===== src/rtl/memory_stage_if.sv =====
// Data memory bus between the memory stage and the data memory.
// The stage drives request/address/data; memory answers with ack/rdata.
interface memory_stage_if;
    logic        mem_req;
    logic        mem_we;
    logic [31:0] mem_addr;
    logic [31:0] mem_wdata;
    logic        mem_ack;
    logic [31:0] mem_rdata;

    modport master (
        output mem_req,
        output mem_we,
        output mem_addr,
        output mem_wdata,
        input  mem_ack,
        input  mem_rdata
    );

    modport slave (
        input  mem_req,
        input  mem_we,
        input  mem_addr,
        input  mem_wdata,
        output mem_ack,
        output mem_rdata
    );
endinterface


===== src/rtl/memory_stage.sv =====
// MEM pipeline stage: passes ALU ops through in one cycle, runs loads and
// stores against a handshaked data memory with a timeout and sticky error.
module memory_stage #(
    parameter int unsigned TIMEOUT = 255
) (
    input  logic          clk,
    input  logic          rst,
    input  logic          valid_in,
    input  logic [31:0]   ALU_Result_In,
    input  logic [31:0]   Store_Data,
    input  logic [7:0]    Dob_In,
    input  logic [3:0]    Rg_In,
    input  logic          sel_dat_In,
    input  logic          reg_we_In,
    input  logic          mem_read,
    input  logic          mem_write,
    memory_stage_if.master bus,
    output logic          stall,
    output logic [31:0]   Do,
    output logic [31:0]   ALU_Result,
    output logic [7:0]    Dob,
    output logic [3:0]    Rg,
    output logic          sel_dat,
    output logic          reg_we,
    output logic          valid_out,
    output logic          err
);

    typedef enum logic {
        IDLE,
        ACCESS
    } state_t;

    // Last counter value before the request is abandoned.
    localparam logic [7:0] TMO_LAST = 8'(TIMEOUT - 1);

    state_t      state;
    state_t      state_nx;
    logic [7:0]  cnt;
    logic        is_store;
    logic [31:0] addr_q;
    logic [31:0] wdata_q;
    logic [7:0]  dob_q;
    logic [3:0]  rg_q;
    logic        sel_q;
    logic        we_q;
    logic        mem_op;
    logic        take;
    logic        ack_done;
    logic        tmo;

    // Handshake decode and next-state / memory-bus outputs.
    always_comb begin
        state_nx      = state;
        mem_op        = mem_read | mem_write;
        take          = (state == IDLE) && valid_in;
        ack_done      = (state == ACCESS) && bus.mem_ack;
        tmo           = (state == ACCESS) && !bus.mem_ack &&
                        (cnt == TMO_LAST);
        stall         = (state == ACCESS);
        bus.mem_req   = (state == ACCESS);
        bus.mem_we    = (state == ACCESS) && is_store;
        bus.mem_addr  = addr_q;
        bus.mem_wdata = wdata_q;
        unique case (state)
            IDLE:   if (valid_in && mem_op) state_nx = ACCESS;
            ACCESS: if (bus.mem_ack || tmo) state_nx = IDLE;
        endcase
    end

    // State register.
    always_ff @(posedge clk or posedge rst) begin
        if (rst) state <= IDLE;
        else     state <= state_nx;
    end

    // Access-cycle counter: cleared on entry, counts unacknowledged cycles.
    always_ff @(posedge clk or posedge rst) begin
        if (rst) begin
            cnt <= 8'd0;
        end else if (take && mem_op) begin
            cnt <= 8'd0;
        end else if (state == ACCESS && !bus.mem_ack) begin
            cnt <= cnt + 8'd1;
        end
    end

    // Request latch and registered writeback fields.
    always_ff @(posedge clk or posedge rst) begin
        if (rst) begin
            is_store   <= 1'b0;
            addr_q     <= 32'd0;
            wdata_q    <= 32'd0;
            dob_q      <= 8'd0;
            rg_q       <= 4'd0;
            sel_q      <= 1'b0;
            we_q       <= 1'b0;
            Do         <= 32'd0;
            ALU_Result <= 32'd0;
            Dob        <= 8'd0;
            Rg         <= 4'd0;
            sel_dat    <= 1'b0;
            reg_we     <= 1'b0;
            valid_out  <= 1'b0;
            err        <= 1'b0;
        end else begin
            valid_out <= 1'b0;
            if (take && !mem_op) begin
                ALU_Result <= ALU_Result_In;
                Dob        <= Dob_In;
                Rg         <= Rg_In;
                sel_dat    <= sel_dat_In;
                reg_we     <= reg_we_In;
                Do         <= 32'd0;
                valid_out  <= 1'b1;
            end else if (take) begin
                is_store <= mem_write;
                addr_q   <= ALU_Result_In;
                wdata_q  <= Store_Data;
                dob_q    <= Dob_In;
                rg_q     <= Rg_In;
                sel_q    <= sel_dat_In;
                we_q     <= reg_we_In;
            end
            if (ack_done || tmo) begin
                ALU_Result <= addr_q;
                Dob        <= dob_q;
                Rg         <= rg_q;
                sel_dat    <= sel_q;
                valid_out  <= 1'b1;
                if (ack_done && !is_store) begin
                    Do     <= bus.mem_rdata;
                    reg_we <= we_q;
                end else begin
                    Do     <= 32'd0;
                    reg_we <= 1'b0;
                end
                if (tmo) err <= 1'b1;
            end
        end
    end

endmodule


===== src/flat_wrapper.sv =====
// flat-port wrapper written by rule: the top's interface ports become plain ports
module memory_stage_flat 
#(
    parameter int unsigned TIMEOUT = 255
)
  (clk, rst, valid_in, ALU_Result_In, Store_Data, Dob_In, Rg_In, sel_dat_In, reg_we_In, mem_read, mem_write, stall, Do, ALU_Result, Dob, Rg, sel_dat, reg_we, valid_out, err, bus_mem_req, bus_mem_we, bus_mem_addr, bus_mem_wdata, bus_mem_ack, bus_mem_rdata);
  memory_stage_if bus_i ();
  input  logic clk;
  input  logic rst;
  input  logic valid_in;
  input  logic [31:0] ALU_Result_In;
  input  logic [31:0] Store_Data;
  input  logic [7:0] Dob_In;
  input  logic [3:0] Rg_In;
  input  logic sel_dat_In;
  input  logic reg_we_In;
  input  logic mem_read;
  input  logic mem_write;
  output logic stall;
  output logic [31:0] Do;
  output logic [31:0] ALU_Result;
  output logic [7:0] Dob;
  output logic [3:0] Rg;
  output logic sel_dat;
  output logic reg_we;
  output logic valid_out;
  output logic err;
  output wire logic [$bits(bus_i.mem_req)-1:0] bus_mem_req;
  output wire logic [$bits(bus_i.mem_we)-1:0] bus_mem_we;
  output wire logic [$bits(bus_i.mem_addr)-1:0] bus_mem_addr;
  output wire logic [$bits(bus_i.mem_wdata)-1:0] bus_mem_wdata;
  input wire logic [$bits(bus_i.mem_ack)-1:0] bus_mem_ack;
  input wire logic [$bits(bus_i.mem_rdata)-1:0] bus_mem_rdata;
  assign bus_mem_req = bus_i.mem_req;
  assign bus_mem_we = bus_i.mem_we;
  assign bus_mem_addr = bus_i.mem_addr;
  assign bus_mem_wdata = bus_i.mem_wdata;
  assign bus_i.mem_ack = bus_mem_ack;
  assign bus_i.mem_rdata = bus_mem_rdata;
  memory_stage #(.TIMEOUT(TIMEOUT)) u_core (.clk(clk), .rst(rst), .valid_in(valid_in), .ALU_Result_In(ALU_Result_In), .Store_Data(Store_Data), .Dob_In(Dob_In), .Rg_In(Rg_In), .sel_dat_In(sel_dat_In), .reg_we_In(reg_we_In), .mem_read(mem_read), .mem_write(mem_write), .bus(bus_i), .stall(stall), .Do(Do), .ALU_Result(ALU_Result), .Dob(Dob), .Rg(Rg), .sel_dat(sel_dat), .reg_we(reg_we), .valid_out(valid_out), .err(err));
endmodule

===== config.mk =====
export PLATFORM = sky130hd
export DESIGN_NAME = memory_stage_flat
export DESIGN_NICKNAME = d
export VERILOG_FILES = /design/src/rtl/memory_stage_if.sv /design/src/rtl/memory_stage.sv /design/src/flat_wrapper.sv
export SDC_FILE = /design/constraint.sdc
export NUM_CORES = 1
export LEC_CHECK = 0
export CAP_MARGIN = 20
export CORE_MARGIN = 4
export CORE_UTILIZATION = 42
export CTS_BUF_LIST = sky130_fd_sc_hd__clkbuf_8
export CTS_CLUSTER_DIAMETER = 80
export DETAILED_ROUTE_END_ITERATION = 10
export PLACE_DENSITY = 0.79
export SLEW_MARGIN = 20
export SYNTH_ARGS = -nofsm -noshare
export SYNTH_HDL_FRONTEND = slang
export SYNTH_SLANG_ARGS = --single-unit
export TNS_END_PERCENT = 1

===== constraint.sdc =====
create_clock -name clk -period 6.5 [get_ports clk]
set_input_delay 1.95 -clock clk [delete_from_list [all_inputs] [get_ports clk]]
set_output_delay 1.95 -clock clk [all_outputs]
set_load 0.01 [all_outputs]

==> run_results.csv <==
group,metric,value,unit
final_layout,seqCellArea,4204,um^2
flow_run,drv_cap,0,
sta,fmax,256.6,MHz
clock_tree,postCtsSetupRepairBufs,0,
power,power_leakage,0.004323,uW
clock_tree,cts_buffers,17,
global_routing,grt_pass1_wl,26690,um
sta,worst_slew_pin_slew,1.069,ns
clock_tree,clockBufferDepth,2,
synth,synth_top_area_share,59.33,%
final_layout,drive_gt1_share,29.52,%
final_layout,area_growth,44.38,%
setup_path,critPathRequiredTime,6.83,ns
synth,synth_area,7086,um^2
setup_path,cp.arrival,4.23,ns
detailed_routing,drt_iter0_drc,180,
synth,synthTopCellsByCount,"dfrtp_1, mux2_2, a22o_1, mux2_4, buf_4",
synth,synth_warnings,0,
floorplan,coreArea,16580,um^2
final_layout,multi_input_area,2679,um^2
final_layout,antennaDiodeCount,0,
synth,synth_ff_type,"dfrtp_1",
setup_path,criticalPathCategory,"in -> reg",
clock_tree,insertion_delay,0.45,ns
synth,syn_inst,452,
final_layout,n_fill_cell,1268,
setup_path,reg2reg_depth,6,
floorplan,start_util,42.73,%
final_layout,final_cell_count_no_fill,945,
global_routing,gr-total-overflow,0,
synth,ys_seq_area_share,59.33,%
detailed_routing,num_vias,4690,
min_path,min_path_type,"reg -> reg",
clock_tree,root_buffer,"clkbuf_8",
status,status,"finished clean",
setup_path,crit_path_max_fanout,24,
clock_tree,clkTransAtPathRegs,0.09,ns
setup_path,end_kind,"flip-flop",
sta,min_period_over_period,59.95,%
power,powerDensity,345.9,nW/um^2
clock_tree,hold_buffers,0,
power,ir_worst_vdd,0.0002042,V
setup_path,worst-r2r-setup-slack,3.97,ns
setup_path,reg2reg_from,"u_core.cnt[0]",
sta,slew-limit-headroom,28.59,%
detailed_routing,wirelength,17150,um
place,hpwl,12300,um
detailed_routing,drcViolationCount,0,
final_layout,fin_nets,830,
detailed_routing,avgViaCountPerCell,4.963,
floorplan,die_w,137.9,um
synth,async_reset_ff_share,100.0,%
sta,final_max_slew_viol_count,0,
sta,setup_viol,0,
sta,finalHoldViolations,0,
synth,synth.distinct_cells,37,
synth,synth-edff-count,0,
setup_path,timing.rr.end,"u_core.ALU_Result[23]",
min_path,hold_depth,1,
synth,synth_fp_nets,570,
clock_tree,cts_sinks,168,
floorplan,die_h,137.9,um
detailed_routing,antenna_left,0,
synth,synthTopCellsByArea,"dfrtp_1, mux2_2, mux2_4, a22o_1, buf_4",
sta,finalCriticalPeriod,3.897,ns
detailed_routing,dr.pass1.iters,4,
clock_tree,post_cts_resized,0,
synth,syn_area_per_cell,15.68,um^2
setup_path,crit_start,"bus_mem_ack",
detailed_routing,wl_per_cell,18.14,um
sta,skew,0.01610,ns
global_routing,antenna_found_initial,0,
sta,rsz0062_at_grt,"false",
sta,tns,0,ns
global_routing,grt_max_degree,89,
global_routing,grt_usage,18.07,%
place,finalWeightedCongestion,0.7821,
clock_tree,cts_tree,"done",
setup_path,cp-start-kind,"input pin",
final_layout,utilization,61.69,%
synth,synth.most_common_cell,"dfrtp_1",
floorplan,die-area,19010,um^2
min_path,hold-path-endpoint,"u_core.err",
place,port_buffers,262,
synth,ys_ff_latch,168,
clock_tree,h-tree-depth,4,
place,dp_cells,913,
global_routing,grt_pass1_vias,5140,
floorplan,num_rows,47,
min_path,hp-start,"u_core.err",
floorplan,ios,263,
synth,synth_largest_area_cell,"dfrtp_1",
## critical path: stages
cell and delay [ns]:
clkdlybuf4s50_1 0.50, and2_1 0.27, a21oi_4 0.82, buf_12 0.29
mux2_2 0.36
## layout by cell type (no fill, tap or decap), types with 5 or more instances in the layout
cell type / instances
mux2_4: 29
a22o_1: 33
clkinv_2: 5
o21ai_0: 5
inv_1: 6
mux2_2: 140
inv_6: 5
dfrtp_1: 168
clkbuf_8: 17
nor2_1: 5
clkdlybuf4s50_1: 262
## metal layers
layer / share of wire (%) / wire length (um) / up-vias / GRT usage [%]
met1: 40 / 6930 / 2334 / 22.36
li1: - / - / 2166 / -
met5: 0 / 0 / - / 0
met3: 7.1 / 1211 / 26 / 5.660
met4: 2.1 / 352 / 0 / 6.367
met2: 50 / 8652 / 164 / 30.02
## logic make-up (layout without fill, tap and decap cells)
group	count (synthesis)	in the layout	share of synthesized area [%]
XOR/XNOR	2	2	0.2473
flip-flops	168	168	59.33
multiplexers	170	170	28.54
AND/OR/NAND/NOR	28	28	2.702
adder cells (fa/ha/maj)	2	2	0.3531
AO/OA/AOI/OAI	49	49	5.651
buffers and inverters	33	306	3.178
## per-stage QoR
stage               hold WS (ns)  power [uW]  setup WS [ns]  cell area, um^2
floorplan                 0.4689        2139       0.003265             7086
global placement          0.4520        2827          2.174             9853
detailed placement        0.4504        2878          2.121             9869
CTS                       0.4775        3582          2.613            10230
global route              0.5072        3736          2.521            10230
finish                    0.4686        3539          2.603            10230
## where the power goes
group	switching [uW]	internal [uW]
sequential	188	1330
clock	392	303
combinational	452	871
## cell type report
| class | instances | area share (%) |
|---|---|---|
| sequential | 168 | 41.10 |
| clock buffer | 17 | 2.287 |
| multi-input combinational | 251 | 26.19 |
| clock inverter | 15 | 1.235 |
| inverter | 6 | 0.2691 |
| timing repair buffer | 268 | 26.24 |
| tap | 220 | 2.691 |
## state kept, by name, indices dropped and copies added, names as in the netlist
name                  count
u_core.is_store           1
u_core.we_q               1
u_core.bus.mem_addr      32
u_core.bus.mem_req        1
u_core.valid_out          1
u_core.reg_we             1
u_core.dob_q              8
u_core.sel_q              1
u_core.err                1
u_core.Dob                8
u_core.Do                32
u_core.cnt                8
u_core.Rg                 4
u_core.rg_q               4
u_core.sel_dat            1
u_core.bus.mem_wdata     32
u_core.ALU_Result        32
## how the worst max path moves through the flow
stage | end | slack (ns) | cells after the start
4_1_cts | u_core.Rg[1] | 2.61 | 5
2_1_floorplan | u_core.ALU_Result[0] | 0.003 | 1
5_1_grt | u_core.Rg[1] | 2.52 | 5
6_report | u_core.ALU_Result[23] | 2.60 | 5
3_3_place_gp | u_core.Dob[7] | 2.17 | 5
3_5_place_dp | u_core.ALU_Result[24] | 2.12 | 5
No activity file was read; power rests on OpenSTA's default activity.
